`src/rtl/uart_pkg.sv`:
```
// uart_pkg
// Shared definitions for the UART Tx-side blocks (and the future Rx scheduler).
//   arb_state_t : arbiter FSM states IDLE / START / BUSY
//   UART_DATA_W : width of one UART data byte
package uart_pkg;

  localparam int UART_DATA_W = 8;

  typedef enum logic [1:0] {
    IDLE  = 2'd0,
    START = 2'd1,
    BUSY  = 2'd2
  } arb_state_t;

endpackage

```
`src/rtl/uart_tx_arbiter_if.sv`:
```
// uart_tx_arbiter_if
// Requester-side valid/ready bundle for the UART Tx arbiter.
//   req_valid[N]        : requester i offers a byte
//   req_data[N*8]       : byte i sits at bits [8i+7:8i]
//   req_ready[N]        : one-hot acceptance from the arbiter
// Modports: master = client logic, slave = arbiter.
interface uart_tx_arbiter_if
  import uart_pkg::*;
#(
  parameter int N = 4
);
  logic [N-1:0]             req_valid;
  logic [N*UART_DATA_W-1:0] req_data;
  logic [N-1:0]             req_ready;

  modport master (output req_valid, output req_data, input req_ready);
  modport slave  (input req_valid, input req_data, output req_ready);
endinterface

```
`src/rtl/uart_rr_pick.sv`:
```
// uart_rr_pick
// Combinational round-robin picker: first set bit of req_valid at or above
// ptr, wrapping modulo N.
//   req_valid[N] : request vector
//   ptr          : index with highest priority this cycle (always < N)
//   grant[N]     : one-hot winner, all-zero when nothing is valid
//   winner       : binary index of the winner (0 when nothing is valid)
//   any_valid    : at least one request is valid
module uart_rr_pick #(
  parameter  int N  = 4,
  localparam int IW = $clog2(N)
) (
  input  logic [N-1:0]  req_valid,
  input  logic [IW-1:0] ptr,
  output logic [N-1:0]  grant,
  output logic [IW-1:0] winner,
  output logic          any_valid
);

  int idx;

  always_comb begin
    grant     = '0;
    winner    = '0;
    any_valid = 1'b0;
    idx       = 0;
    for (int k = 0; k < N; k++) begin
      // Explicit wrap rather than a power-of-2 mask so any N in 2..16 works.
      idx = int'(ptr) + k;
      if (idx >= N) idx = idx - N;
      if (!any_valid && req_valid[idx]) begin
        any_valid   = 1'b1;
        winner      = IW'(idx);
        grant[idx]  = 1'b1;
      end
    end
  end

endmodule

```
`src/rtl/uart_tx_arbiter.sv`:
```
// uart_tx_arbiter
// Shares one UART transmitter among N byte requesters with round-robin
// fairness. One byte is accepted in IDLE, Tx_start pulses during START, and
// the byte plus its grant index are held until Tx_done arrives in BUSY.
// Ports:
//   clk, resetn       : clock, asynchronous active-low reset
//   req_if (slave)    : req_valid / req_data / req_ready requester bundle
//   Tx_start          : one-cycle registered start strobe
//   Tx_d_in[8]        : registered byte, stable through START and BUSY
//   Tx_done           : transmitter finished the frame (ignored in START)
//   grant_id          : index of the requester being served
//   busy              : registered, high in START and BUSY
//   timeout_err       : one-cycle pulse when a frame is aborted
// Optional feature: define UART_TX_ARB_TIMEOUT_EN to abort a frame that sees
// no Tx_done within TIMEOUT BUSY cycles; otherwise BUSY waits forever and
// timeout_err is tied low.
module uart_tx_arbiter
  import uart_pkg::*;
#(
  parameter  int N       = 4,
  parameter  int TIMEOUT = 4096,
  localparam int IW      = $clog2(N)
) (
  input  logic                   clk,
  input  logic                   resetn,
  uart_tx_arbiter_if.slave       req_if,
  output logic                   Tx_start,
  output logic [UART_DATA_W-1:0] Tx_d_in,
  input  logic                   Tx_done,
  output logic [IW-1:0]          grant_id,
  output logic                   busy,
  output logic                   timeout_err
);

  arb_state_t             state_q, state_d;
  logic [IW-1:0]          ptr_q, ptr_d;
  logic [IW-1:0]          grant_q, grant_d;
  logic [UART_DATA_W-1:0] data_q, data_d;
  logic                   start_q, start_d;
  logic                   busy_q, busy_d;

  logic [N-1:0]           pick_grant;
  logic [IW-1:0]          pick_idx;
  logic                   pick_any;
  logic [UART_DATA_W-1:0] req_bytes [N];

  for (genvar gi = 0; gi < N; gi++) begin : g_unpack
    assign req_bytes[gi] = req_if.req_data[UART_DATA_W*gi +: UART_DATA_W];
  end

  uart_rr_pick #(.N(N)) u_pick (
    .req_valid (req_if.req_valid),
    .ptr       (ptr_q),
    .grant     (pick_grant),
    .winner    (pick_idx),
    .any_valid (pick_any)
  );

  // Ready only in IDLE; gating with resetn keeps it low during reset even
  // though the state register already reads IDLE.
  assign req_if.req_ready = (state_q == IDLE && resetn) ? pick_grant : '0;

`ifdef UART_TX_ARB_TIMEOUT_EN
  localparam int CW = $clog2(TIMEOUT + 1);
  logic [CW-1:0] cnt_q, cnt_d;
  logic          terr_q, terr_d;
`endif

  always_comb begin
    state_d = state_q;
    ptr_d   = ptr_q;
    grant_d = grant_q;
    data_d  = data_q;
    start_d = 1'b0;
`ifdef UART_TX_ARB_TIMEOUT_EN
    cnt_d   = cnt_q;
    terr_d  = 1'b0;
`endif
    case (state_q)
      IDLE: begin
        if (pick_any) begin
          state_d = START;
          data_d  = req_bytes[pick_idx];
          grant_d = pick_idx;
          ptr_d   = (pick_idx == IW'(N - 1)) ? '0 : pick_idx + IW'(1);
          start_d = 1'b1;
        end
      end
      START: begin
        state_d = BUSY;
`ifdef UART_TX_ARB_TIMEOUT_EN
        cnt_d   = '0;
`endif
      end
      BUSY: begin
        // Tx_done wins over a coinciding expiry.
        if (Tx_done) begin
          state_d = IDLE;
`ifdef UART_TX_ARB_TIMEOUT_EN
        end else if (cnt_q == CW'(TIMEOUT - 1)) begin
          state_d = IDLE;
          terr_d  = 1'b1;
        end else begin
          cnt_d   = cnt_q + CW'(1);
`endif
        end
      end
      default: state_d = IDLE;
    endcase
    busy_d = (state_d != IDLE);
  end

  always_ff @(posedge clk or negedge resetn) begin
    if (!resetn) begin
      state_q <= IDLE;
      ptr_q   <= '0;
      grant_q <= '0;
      data_q  <= '0;
      start_q <= 1'b0;
      busy_q  <= 1'b0;
`ifdef UART_TX_ARB_TIMEOUT_EN
      cnt_q   <= '0;
      terr_q  <= 1'b0;
`endif
    end else begin
      state_q <= state_d;
      ptr_q   <= ptr_d;
      grant_q <= grant_d;
      data_q  <= data_d;
      start_q <= start_d;
      busy_q  <= busy_d;
`ifdef UART_TX_ARB_TIMEOUT_EN
      cnt_q   <= cnt_d;
      terr_q  <= terr_d;
`endif
    end
  end

  assign Tx_start = start_q;
  assign Tx_d_in  = data_q;
  assign grant_id = grant_q;
  assign busy     = busy_q;
`ifdef UART_TX_ARB_TIMEOUT_EN
  assign timeout_err = terr_q;
`else
  assign timeout_err = 1'b0;
`endif

endmodule

```
`src/flat_wrapper.sv`:
```
// flat-port wrapper written by rule: the top's interface ports become plain ports
module uart_tx_arbiter_flat import uart_pkg::*;
#(
  parameter  int N       = 4,
  parameter  int TIMEOUT = 4096,
  localparam int IW      = $clog2(N)
)
  (clk, resetn, Tx_start, Tx_d_in, Tx_done, grant_id, busy, timeout_err, req_if_req_valid, req_if_req_data, req_if_req_ready);
  uart_tx_arbiter_if #(.N(N)) req_if_i ();
  input  logic clk;
  input  logic resetn;
  output logic Tx_start;
  output logic [UART_DATA_W-1:0] Tx_d_in;
  input  logic Tx_done;
  output logic [IW-1:0] grant_id;
  output logic busy;
  output logic timeout_err;
  input wire logic [$bits(req_if_i.req_valid)-1:0] req_if_req_valid;
  input wire logic [$bits(req_if_i.req_data)-1:0] req_if_req_data;
  output wire logic [$bits(req_if_i.req_ready)-1:0] req_if_req_ready;
  assign req_if_i.req_valid = req_if_req_valid;
  assign req_if_i.req_data = req_if_req_data;
  assign req_if_req_ready = req_if_i.req_ready;
  uart_tx_arbiter #(.N(N), .TIMEOUT(TIMEOUT)) u_core (.clk(clk), .resetn(resetn), .req_if(req_if_i), .Tx_start(Tx_start), .Tx_d_in(Tx_d_in), .Tx_done(Tx_done), .grant_id(grant_id), .busy(busy), .timeout_err(timeout_err));
endmodule
```
`config.mk`:
```
export PLATFORM = sky130hd
export DESIGN_NAME = uart_tx_arbiter_flat
export DESIGN_NICKNAME = d
export VERILOG_FILES = /design/src/rtl/uart_pkg.sv /design/src/rtl/uart_tx_arbiter_if.sv /design/src/rtl/uart_rr_pick.sv /design/src/rtl/uart_tx_arbiter.sv /design/src/flat_wrapper.sv
export SDC_FILE = /design/constraint.sdc
export NUM_CORES = 1
export LEC_CHECK = 0
export CAP_MARGIN = 20
export CORE_UTILIZATION = 62
export DETAILED_ROUTE_END_ITERATION = 16
export DONT_BUFFER_PORTS = 1
export GPL_ROUTABILITY_DRIVEN = 0
export PLACE_DENSITY = 0.8
export REMOVE_ABC_BUFFERS = 1
export SLEW_MARGIN = 20
export SYNTH_ARGS = -nofsm -noshare
export SYNTH_HDL_FRONTEND = slang
export SYNTH_SLANG_ARGS = --single-unit
```
`constraint.sdc`:
```
create_clock -name clk -period 3.8 [get_ports clk]
set_input_delay 0.76 -clock clk [delete_from_list [all_inputs] [get_ports clk]]
set_output_delay 0.76 -clock clk [all_outputs]
set_load 0.02 [all_outputs]
```
# [Word-level counts from Yosys, hierarchy flattened]
# Cells that the tools add are included.
[word_totals] memories=0 in_bits=39 ram_bits=0 latchBits=0 regBits=16 mem_bits_ro=0 output_inout_bits=17
[op_classes] addsub=8 n_reduce_logical=14 n_mux=46 multipliers=0 eq_ne=3 n_div=0 n_lt_le_gt_ge=13 n_bitwise=4 shifts=0
[op_table] cell="greater-or-equal comparator 32 x 1 -> 1 bit (second input constant)" count=4
[op_table] cell="less-than comparator 32 x 4 -> 1 bit (second input constant)" count=4
[op_table] cell="two-way mux 32 bit" count=4
[op_table] cell="two-way mux 4 bit" count=5
[op_table] cell="two-way mux 1 bit" count=18
[op_table] cell="binary-select mux 8 bit (select 2 bit)" count=1
[op_table] cell="two-way mux 8 bit" count=2
[op_table] cell="two-way mux 2 bit" count=7
[op_table] cell="greater-or-equal comparator 3 bit (second input constant)" count=4
[op_table] cell="OR 4 bit" count=3
[op_table] cell="subtractor 3 x 3 -> 4 bit (second input constant)" count=3
[op_table] cell="binary-select mux 1 bit (select 2 bit)" count=4
[op_table] cell="demux 1 bit (select 2 bit)" count=4
[op_table] cell="logical AND 1 bit" count=8
[op_table] cell="adder 2 x 2 -> 3 bit (second input constant)" count=2
[op_table] cell="one-hot mux 2 bit (3 select lines)" count=1
[op_table] cell="equality test 2 bit (second input constant)" count=2
[op_table] cell="subtractor 2 x 3 -> 4 bit (second input constant)" count=1
[op_table] cell="adder 2 x 1 -> 3 bit (second input constant)" count=1
[op_table] cell="greater-or-equal comparator 2 x 3 -> 1 bit (second input constant)" count=1
[op_table] cell="logical NOT 1 bit" count=3
[op_table] cell="NOT 2 -> 3 bit" count=1
[op_table] cell="adder 2 x 1 -> 2 bit (second input constant)" count=1
[op_table] cell="equality test 2 x 1 -> 1 bit (second input constant)" count=1
[op_table] cell="3 further kinds" count=3

# [Longest topological paths before layout]
# Gate-level depths: netlist of run 1.
[logic_depth] word_depth=19 ltp_mapped=10 mapped_depth_nobuf=8

# [Modules after synthesis]
# A second synthesis of run 1 with hierarchy kept.
[unflattened] hier_cells=102 hier_area_um2=1341.3
[modules_own_cells] module="uart_tx_arbiter" cells_each=54 area_per_inst_um2=880.8 instances=1
[modules_own_cells] module="uart_rr_pick" cells_each=48 area_per_inst_um2=460.4 instances=1

# [Least setup slack after synthesis of run 1]
# No wires, ideal clock.
[synth_path] path_kind="reg-to-output" startpoint="register u_core.ptr_q[1]" endpoint="output req_if_req_ready[0]" slack_ns=0.402 arrival_time_ns=2.638 stages_incl_launch_ff=9 cell_sequence="dfrtp_1 clkbuf_1 inv_1 ha_1 mux4_2 or3_4 nor2_1 a221oi_1 nor2_1"
[synth_between] elab_chain_cells=16 elab_cells_between_ends=64 cone_classes="7 x add/sub; 12 x order compare; 32 x mux; 3 x bitwise; 10 x reduce/logical"
[synth_lines] element="start, declared" line_no="uart_tx_arbiter.sv:36" rtl="logic [IW-1:0] ptr_q, ptr_d;"
[synth_lines] element="start signal, assigned" line_no="uart_tx_arbiter.sv:127" rtl="ptr_q <= ptr_d;"
[synth_lines] element="parallel branches: the longest is 14 deep, another holds greater-or-equal comparator 32 x 1 -> 1 bit"
[synth_lines] element="two-way mux 4 bit *" line_no="uart_rr_pick.sv:31" rtl="if (!any_valid && req_valid[idx]) begin"
[synth_lines] element="two-way mux 4 bit *" line_no="uart_tx_arbiter.sv:61" rtl="assign req_if.req_ready = (state_q == IDLE && resetn) ? pick_grant : '0;"
[synth_lines] element="end, declared" line_no="flat_wrapper.sv:20" rtl="output wire logic [$bits(req_if_i.req_ready)-1:0] req_if_req_ready;"
# Every way passes the cells marked *. The select of a mux whose other input is x is not followed.

# [Final worst setup path of run 1]
[layout_path] startpoint="register u_core.ptr_q[1]" endpoint="output req_if_req_ready[1]"
# The elaborated chain is that of the path after synthesis.

==> metrics.csv, run 1 <==
stage,metric,value,unit
critical_path,arrival,2.85,ns
clock_network,clk_pin_slew,0.09,ns
critical_path,r2r_end,u_core.Tx_d_in[0]$_DFFE_PN0P_,
clock_network,htreeDepth,1,
yosys,yosysWarnings,0,
critical_path,rr_worst_depth,9,
clock_network,clkSinkCount,16,
sta,fin_skew,0.00513,ns
yosys,syn_area,1280,sq um
sta,worst_slew_pin_slew,0.588,ns
detailed_routing,drtIter0Drc,23,
detailed_routing,ant_nets,0,
global_routing,grt_pass1_wl,3600,um
global_routing,grt_overflow,0,
detailed_routing,vias,1000,
detailed_routing,drt_wl_total,2560,um
critical_path,r2r_slack,0.75,ns
placement,port_buffers,0,
layout,layout_commonest_cell,mux2i_1,
yosys,synth_ff_type,dfrtp_1,
sta,period_minus_slack,3.61,ns
worst_hold_path,worstHoldPathType,in -> async,
clock_network,cts_buffers,3,
yosys,async_flop_share,1.00,
yosys,synth_cell_types,34,
critical_path,crit_path_end_kind,output port,
floorplan,die_area,2250,sq um
critical_path,cp_max_fo,11,
floorplan,rows,16,
detailed_routing,drcViolationCount,0,
sta,fmax,277,MHz
critical_path,crit_path_frequent_cell,nor2_1,
critical_path,slowest_stage,mux4_2,
floorplan,io_pins,56,
layout,final_nets,174,
floorplan,die_w,47.4,um
sta,rsz0062_at_grt,false,
global_routing,antenna_found_initial,0,
yosys,ys_ff_latch,16,
detailed_routing,drtPass1Iterations,6,
layout,diodes,0,
pwr,p_leak,0.600,nW
pwr,ir_drop,0.613,mV
yosys,synth_enable_flop_cells,0,
placement,dp.cells,149,
sta,setup_tns,0,ns
layout,finalNonFillerCells,156,
critical_path,reg2reg_from,u_core.ptr_q[1]$_DFFE_PN0P_,
critical_path,crit_chain,"inv_1, ha_1, mux4_2, or3_4, nor2_1, a221oi_1, nor2_1, buf_4",
critical_path,path_class,reg -> out,
clock_network,clock_path_buffers,2,
critical_path,worst-path-buf-inv,2,
pwr,power.density,1110,nW/um^2
yosys,avgSynthCellArea,10.4,sq um
yosys,synth_cells,123,
critical_path,required,3.04,ns
critical_path,path_delay_family,simple AND/OR/NAND/NOR gates,
sta,finalCritPeriodShare,0.951,
sta,maxSlewViolCount,0,
global_routing,grtUsageTotal,0.229,
floorplan,floorplan.initialDensity,0.658,
global_routing,grt_max_degree,18,
global_routing,grt_pass1_vias,841,
clock_network,postCtsHoldBufs,0,
clock_network,clock-root-buffer,clkbuf_4,
layout,layout-drive-gt1-share,0.217,
run_status,status,finished clean,
layout,syn2layout_area_growth,5.78,%
clock_network,clock_latency,0.28,ns
floorplan,coreArea,1940,sq um
job,drv_cap,0,
yosys,synth.yosys.seq_area_share,0.313,
floorplan,die_h,47.4,um
detailed_routing,drt-vias-per-instance,6.41,
critical_path,worst-path-stages,8,
detailed_routing,wl_per_cell,16.4,um
pwr,power,1.50,mW
sta,hold_viol_final,0,
critical_path,start_kind,flop,
sta,max_slew_margin,0.607,
critical_path,max_stage_delay,0.61,ns
sta,setup_viol,0,
placement,post-dp-hpwl,1960,um
clock_network,cts_tree,yes,
layout,final_cell_mix,"mux2i_1 (19), dfrtp_1 (15), nand2_1 (14)",
[power breakdown]
part	leakage (nW)	switching (mW)	internal [mW]	total [mW]
Sequential	0.194	0.141	0.262	0.403
Combinational	0.385	0.532	0.451	0.983
Clock	0.0210	0.0528	0.0583	0.111
[routing by layer]
metal | part of all wire | GRT usage
met1 | 0.42 | 0.283
met2 | 0.51 | 0.405
met3 | 0.059 | 0.0385
met4 | 0.0094 | 0.0686
met5 | 0 | 0
[cell usage after synthesis (2+ instances only)]
cell | instances | share of area
a221oi_1 | 4 | 0.027
a22oi_1 | 4 | 0.024
buf_6 | 2 | 0.018
clkbuf_1 | 2 | 0.0059
dfrtp_1 | 16 | 0.31
ha_1 | 5 | 0.049
inv_1 | 4 | 0.012
mux2_2 | 4 | 0.035
mux2i_1 | 19 | 0.15
mux4_2 | 3 | 0.053
nand2_1 | 14 | 0.041
nand2b_1 | 2 | 0.0098
nor2_1 | 13 | 0.038
o21bai_1 | 2 | 0.012
o221ai_1 | 9 | 0.062
xnor2_1 | 2 | 0.014
[worst register-to-register path: cells and delay by family, from the launching register on]
family / cells / cell delay [ns]
compound gates: 2 / 0.62
mux: 2 / 0.89
fa+ha+maj: 1 / 0.38
simple gates: 2 / 0.26
flops: 1 / 0.48
buf+inv: 2 / 0.30
[what timing repair did]
action | CTS | global route
resized for setup | 0 | 1
setup endpoints to repair | 0 | 4
buffers inserted | 0 | 3
[registers in the layout, summed over array words and instances (netlist names)]
signal,count
u_core.Tx_d_in,8
u_core.Tx_start,1
u_core.busy,1
u_core.grant_id,2
u_core.ptr_q,2
u_core.state_q,2
[layout make-up]
cell class / count / area (sq um)
Fill cell: 159 / 591
Tap cell: 27 / 33.8
Multi-Input combinational cell: 97 / 805
Sequential cell: 16 / 402
Timing Repair Buffer: 8 / 60.1
Inverter: 4 / 15.0
Clock buffer: 4 / 36.3
[worst max path at each step]
stage	from	end	slack (ns)
after floorplan	u_core.ptr_q[0]$_DFFE_PN0P_	req_if_req_ready[0]	0.31
after global placement	u_core.ptr_q[1]$_DFFE_PN0P_	req_if_req_ready[0]	0.47
after detailed placement	u_core.ptr_q[1]$_DFFE_PN0P_	req_if_req_ready[3]	0.35
after CTS	u_core.ptr_q[1]$_DFFE_PN0P_	req_if_req_ready[3]	0.02
after global routing	u_core.ptr_q[1]$_DFFE_PN0P_	req_if_req_ready[1]	0.03
final	u_core.ptr_q[1]$_DFFE_PN0P_	req_if_req_ready[1]	0.19
[kinds of logic after synthesis]
| kind of cell | count (synthesis) | share of synthesized area |
|---|---|---|
| simple gates | 36 | 0.133 |
| compound gates | 27 | 0.194 |
| mux | 26 | 0.237 |
| flops | 16 | 0.313 |
| buf+inv | 10 | 0.0568 |
| fa+ha+maj | 5 | 0.0490 |
| xor+xnor | 2 | 0.0137 |
| other cells | 1 | 0.00294 |
[metrics by stage]
| step | instance area (sq um) | setup WS (ns) | hold WS (ns) | utilization |
|---|---|---|---|---|
| final | 1350 | 0.185 | 0.155 | 0.696 |
| after global routing | 1350 | 0.0295 | 0.131 | 0.696 |
| after CTS | 1330 | 0.0185 | 0.153 | 0.684 |
| after detailed placement | 1290 | 0.350 | 0.465 | 0.665 |
| after global placement | 1290 | 0.465 | 0.465 | 0.665 |
| after floorplan | 1220 | 0.311 | 0.464 | - |
(Power assumes the default switching activity.)
==> inputs of run 2 (changes only) <==
--- a/config.mk
+++ b/config.mk
@@ -6,6 +6,7 @@
 export NUM_CORES = 1
 export LEC_CHECK = 0
 export CAP_MARGIN = 20
+export CORE_ASPECT_RATIO = 1.25
 export CORE_UTILIZATION = 62
 export DETAILED_ROUTE_END_ITERATION = 16
 export DONT_BUFFER_PORTS = 1
==> run 2 against run 1 <==
Against the previous run: sequential share of layout area increased by 0.47 points; die area about the same; sequential cell count unchanged; cell area decreased by 1.9%; total power decreased by 2.9%; via count decreased by 1.5%; cell count decreased by 5.8%; clock-buffer cell count unchanged; utilization decreased by 1.9 points; global-route usage increased by 0.22 points; critical path type unchanged; largest cell class unchanged; largest power group unchanged; highest routed layer unchanged.
==> metrics.csv, run 2 (same netlist as run 1, synthesis figures left out) <==
stage,metric,value,unit,change
run_status,status,finished clean,,
detailed_routing,drcViolationCount,0,,unchanged
sta,rsz0062_at_grt,false,,
critical_path,cp_max_fo,9,,-2
floorplan,io_pins,56,,unchanged
placement,place_ws,0.528,ns,+0.178 ns
clock_network,postCtsHoldBufs,0,,unchanged
layout,finalNonFillerCells,147,,-5.8%
clock_network,cts_buffers,3,,unchanged
sta,setup_tns,0,ns,unchanged
clock_network,cts_resized,0,,unchanged
sta,fin_skew,0.00272,ns,-0.00241 ns
detailed_routing,wl_per_cell,17.0,um,+3.9%
pwr,p_leak,0.591,nW,-1.4%
floorplan,rows,18,,+2
critical_path,max_stage_delay,0.65,ns,+0.04 ns
detailed_routing,ant_nets,0,,unchanged
clock_network,clock_path_buffers,2,,unchanged
critical_path,crit_path_frequent_cell,nor2_1,,
layout,final_nets,172,,-1.1%
detailed_routing,vias,985,,-1.5%
layout,diodes,0,,unchanged
critical_path,crit_path_end_kind,output port,,
sta,finalCritPeriodShare,0.949,,-0.00265
clock_network,clk_pin_slew,0.09,ns,about the same
sta,hold_viol_final,0,,unchanged
detailed_routing,drt_wl_total,2500,um,-2.1%
sta,maxSlewViolCount,0,,unchanged
clock_network,clock_latency,0.27,ns,about the same
detailed_routing,drtIter0Drc,28,,+22%
floorplan,die_w,42.6,um,-10%
clock_network,clock-root-buffer,clkbuf_4,,
layout,syn2layout_area_growth,3.82,%,
pwr,ir_drop,0.604,mV,-1.5%
critical_path,slowest_stage,mux4_2,,
clock_network,clkSinkCount,16,,unchanged
sta,hold_ws,0.170,ns,+0.0146 ns
sta,period_minus_slack,3.60,ns,-0.0101 ns
sta,setup_slack,0.195,ns,+0.0101 ns
sta,fmax,277,MHz,+0.28%
placement,post-dp-hpwl,1970,um,+0.60%
detailed_routing,drtPass1Iterations,4,,-2
layout,final_area,1330,sq um,-1.9%
clock_network,cts_tree,yes,,
pwr,power.density,1100,nW/um^2,-1.0%
critical_path,start_kind,flop,,
critical_path,path_class,reg -> out,,
placement,dp.cells,143,,-4.0%
critical_path,crit_chain,"inv_1, ha_1, mux4_2, or3_4, nor2_1, a221oi_1, nor2_1, buf_4",,
pwr,power,1.45,mW,-2.9%
job,drv_cap,0,,unchanged
critical_path,arrival,2.84,ns,about the same
layout,final_cell_mix,"mux2i_1 (19), dfrtp_1 (16), nand2_1 (14)",,
placement,port_buffers,0,,unchanged
floorplan,die_area,2250,sq um,about the same
global_routing,grt_overflow,0,,unchanged
floorplan,floorplan.initialDensity,0.652,,-0.00588
global_routing,grt_max_degree,18,,unchanged
worst_hold_path,worstHoldPathType,in -> async,,
floorplan,coreArea,1960,sq um,+0.90%
critical_path,rr_worst_depth,8,,-1
sta,max_slew_margin,0.613,,+0.00518
clock_network,htreeDepth,1,,unchanged
global_routing,antenna_found_initial,0,,unchanged
clock_network,post_cts_buffers,0,,unchanged
layout,layout-drive-gt1-share,0.197,,-0.0202
global_routing,grt_pass1_wl,3910,um,+8.6%
sta,worst_slew_pin_slew,0.580,ns,-0.00776 ns
critical_path,crit_start,u_core.ptr_q[0]$_DFFE_PN0P_,,
floorplan,die_h,52.8,um,+11%
detailed_routing,drt-vias-per-instance,6.70,,+4.5%
critical_path,reg2reg_from,u_core.ptr_q[0]$_DFFE_PN0P_,,
global_routing,grt_pass1_vias,913,,+8.6%
placement,placed_area,1290,sq um,about the same
layout,largest_reg_flops,8,,unchanged
critical_path,required,3.04,ns,about the same
sta,setup_viol,0,,unchanged
global_routing,grtUsageTotal,0.232,,+0.00224
layout,layout_commonest_cell,mux2i_1,,
layout,final_util,0.677,,-0.0190
## run 2: cell types whose count changed in the layout (fill, tap and decap cells not counted), sizes merged
cell,before,now
buf,8,6
## run 2: path summary, 6_finish.rpt
kind	end	slack [ns]
worst max register to register	u_core.Tx_d_in[7]$_DFFE_PN0P_	0.92
worst max-delay path	req_if_req_ready[2]	0.20
worst min register to register	u_core.state_q[1]$_DFF_PN0_	0.57
min in group clk	u_core.state_q[1]$_DFF_PN0_	0.57
max in group asynchronous	u_core.Tx_d_in[1]$_DFFE_PN0P_	3.56
worst min-delay path	u_core.Tx_start$_DFF_PN0_	0.17
## run 2: worst max-delay path, delay by kind of cell, from the launching register on
kind / cells / cell delay, ns
flip-flops: 1 / 0.35
buffers and inverters: 2 / 0.29
multiplexers: 1 / 0.65
AND/OR/NAND/NOR: 3 / 0.74
adder cells (fa/ha/maj): 1 / 0.41
AO/OA/AOI/OAI: 1 / 0.12
## run 2: cell type report
class	count	area (sq um)
well taps	20	25.0
clock buffers	4	36.3
flip-flops and latches	16	400
inverters	4	15.0
fillers	147	633
repair buffers	6	45.0
multi-input cells	97	805
## run 2: metal layers
layer | share of wire | wire length (um) | GRT usage
met5 | 0 | 0 | 0
met4 | 0.011 | 27 | 0.0938
met3 | 0.056 | 141 | 0.0310
met2 | 0.53 | 1320 | 0.418
met1 | 0.40 | 1010 | 0.275
## run 2: power by group
part	total [mW]	leakage, nW	switching [mW]	internal (mW)
logic	0.959	0.375	0.531	0.428
registers	0.389	0.195	0.128	0.261
clock network	0.106	0.0210	0.0482	0.0581
total	1.45	0.591	0.707	0.747
==> inputs of run 3 (changes only) <==
--- a/config.mk
+++ b/config.mk
@@ -7,11 +7,11 @@
 export LEC_CHECK = 0
 export CAP_MARGIN = 20
 export CORE_ASPECT_RATIO = 1.25
-export CORE_UTILIZATION = 62
+export CORE_UTILIZATION = 45
 export DETAILED_ROUTE_END_ITERATION = 16
 export DONT_BUFFER_PORTS = 1
 export GPL_ROUTABILITY_DRIVEN = 0
-export PLACE_DENSITY = 0.8
+export PLACE_DENSITY = 0.62
 export REMOVE_ABC_BUFFERS = 1
 export SLEW_MARGIN = 20
 export SYNTH_ARGS = -nofsm -noshare
==> run 3 against run 2 <==
Against the previous run: register-to-register slack about the same; cell area up 1.3%; sequential cell count unchanged; clock skew down 0.0017 ns; die area up 36%; hold slack worse by 0.014 ns; first-iteration DRC count down 29%; combinational power about the same; cell count up 9.5%; clock-buffer cell count unchanged; clock power up 4%; sequential share of layout area down 0.39 points; critical path type unchanged.
==> metrics.csv, run 3 (same netlist as run 1, synthesis figures left out) <==
stage,metric,value,unit,change
pwr,p_clk_frac,0.075,,+0.002
clock_network,clock_path_buffers,2,,unchanged
clock_network,htreeDepth,1,,unchanged
clock_network,clock-root-buffer,clkbuf_4,,
layout,final_nets,172,,unchanged
layout,final_cell_mix,"mux2i_1 (19), dfrtp_1 (16), nand2_1 (14)",,
sta,fmax,278,MHz,+0.28%
run_status,status,finished clean,,
floorplan,die_area,3060,sq um,+36%
critical_path,path_class,reg -> out,,
sta,hold_ws,0.156,ns,-0.0139 ns
global_routing,grt_pass1_wl,3990,um,+1.9%
clock_network,cts_resized,0,,unchanged
detailed_routing,wl_per_cell,16.1,um,-5.6%
global_routing,grtUsageTotal,0.178,,-0.0541
pwr,combPwrFrac,0.658,,about the same
global_routing,antenna_found_initial,0,,unchanged
placement,post-dp-hpwl,1980,um,+0.60%
sta,finalCritPeriodShare,0.946,,-0.00260
layout,layout-drive-gt1-share,0.197,,unchanged
layout,diodes,0,,unchanged
detailed_routing,drtPass1Iterations,4,,unchanged
detailed_routing,ant_nets,0,,unchanged
layout,syn2layout_area_growth,5.19,%,
sta,period_minus_slack,3.59,ns,-0.00989 ns
sta,hold_viol_final,0,,unchanged
sta,maxSlewViolCount,0,,unchanged
critical_path,crit_path_end_kind,output port,,
clock_network,clk_pin_slew,0.09,ns,about the same
sta,fin_skew,0.00105,ns,-0.00168 ns
pwr,p_leak,0.591,nW,unchanged
floorplan,die_h,61.6,um,+17%
critical_path,cp_max_fo,9,,unchanged
critical_path,arrival,2.83,ns,about the same
layout,largest_reg_flops,8,,unchanged
pwr,power.density,1090,nW/um^2,-0.83%
floorplan,coreArea,2680,sq um,+37%
sta,setup_viol,0,,unchanged
critical_path,start_kind,flop,,
pwr,power.switching,714,uW,+0.87%
sta,max_slew_margin,0.613,,+0.000764
clock_network,post_cts_buffers,0,,unchanged
detailed_routing,drcViolationCount,0,,unchanged
clock_network,clock_latency,0.29,ns,+0.02 ns
detailed_routing,drt_wl_total,2590,um,+3.4%
pwr,internal_power,748,uW,+0.11%
sta,rsz0062_at_grt,false,,
global_routing,grt_overflow,0,,unchanged
layout,final_util,0.501,,-0.175
layout,layout_commonest_cell,mux2i_1,,
detailed_routing,drtIter0Drc,20,,-29%
floorplan,die_w,49.7,um,+17%
placement,port_buffers,0,,unchanged
critical_path,required,3.04,ns,about the same
pwr,seqPwrFrac,0.267,,about the same
worst_hold_path,worstHoldPathType,in -> async,,
global_routing,grt_pass1_vias,872,,-4.5%
sta,setup_tns,0,ns,unchanged
floorplan,floorplan.initialDensity,0.477,,-0.175
detailed_routing,drt-vias-per-instance,6.12,,-8.6%
clock_network,cts_tree,yes,,
layout,final_area,1340,sq um,+1.3%
floorplan,rows,21,,+3
floorplan,io_pins,56,,unchanged
clock_network,cts_buffers,3,,unchanged
detailed_routing,vias,986,,+0.10%
job,drv_cap,0,,unchanged
global_routing,grt_max_degree,18,,unchanged
placement,placed_area,1310,sq um,+1.4%
pwr,p_sw_frac,0.488,,+0.00191
sta,worst_slew_pin_slew,0.579,ns,-0.00114 ns
clock_network,postCtsHoldBufs,0,,unchanged
pwr,ir_drop,0.604,mV,about the same
clock_network,clkSinkCount,16,,unchanged
==> run 3: final cells by class <==
cell class	instances	area, sq um
clock buffers	4	36.3
flip-flops and latches	16	400
inverters	4	15.0
well taps	34	42.5
multi-input cells	97	805
repair buffers	6	45.0
fillers	269	1340
==> run 3: through the flow <==
stage / cells / power, mW / setup slack, ns
final: 161 / 1.46 / 0.205
after global routing: 161 / 1.59 / 0.0262
after CTS: 161 / 1.48 / 0.225
after detailed placement: 157 / 1.37 / 0.560
after global placement: 157 / 1.33 / 0.631
after floorplan: 117 / 1.17 / 0.311
==> run 3: power by group through the flow <==
stage	Clock [mW]	Combinational (mW)	Sequential [mW]
finish	0.110	0.961	0.390
global route	0.122	1.07	0.400
CTS	0.115	0.971	0.391
detailed placement	0	0.974	0.394
global placement	0	0.943	0.391
floorplan	0	0.769	0.404
==> run 3: path summary, 6_finish.rpt <==
path | start | endpoint | slack, ns | cells after the start
min in group clk | u_core.state_q[1]$_DFF_PN0_ | u_core.state_q[1]$_DFF_PN0_ | 0.56 | 1
max in group asynchronous | resetn | u_core.Tx_d_in[5]$_DFFE_PN0P_ | 3.58 | 0
max | u_core.ptr_q[0]$_DFFE_PN0P_ | req_if_req_ready[1] | 0.21 | 8
max reg2reg | u_core.ptr_q[0]$_DFFE_PN0P_ | u_core.Tx_d_in[7]$_DFFE_PN0P_ | 0.93 | 8
min | resetn | u_core.grant_id[0]$_DFFE_PN0P_ | 0.16 | 0
min reg2reg | u_core.state_q[1]$_DFF_PN0_ | u_core.state_q[1]$_DFF_PN0_ | 0.56 | 1
==> run 3: critical path, cell delays in order (launching register included) <==
cell and delay (ns):
dfrtp_1 0.36, inv_1 0.14, ha_1 0.41, mux4_2 0.64, or3_4 0.39, nor2_1 0.21, a221oi_1 0.12, nor2_1 0.11
buf_4 0.15
==> run 3: per-layer routing <==
| metal | part of all wire | up-vias | wire length (um) | GRT usage |
|---|---|---|---|---|
| met2 | 0.49 | 51 | 1270 | 0.299 |
| met3 | 0.079 | 5 | 204 | 0.0272 |
| met1 | 0.41 | 463 | 1050 | 0.211 |
| met5 | 0 | - | 0 | 0 |
| li1 | - | 467 | - | - |
| met4 | 0.025 | 0 | 64 | 0.122 |
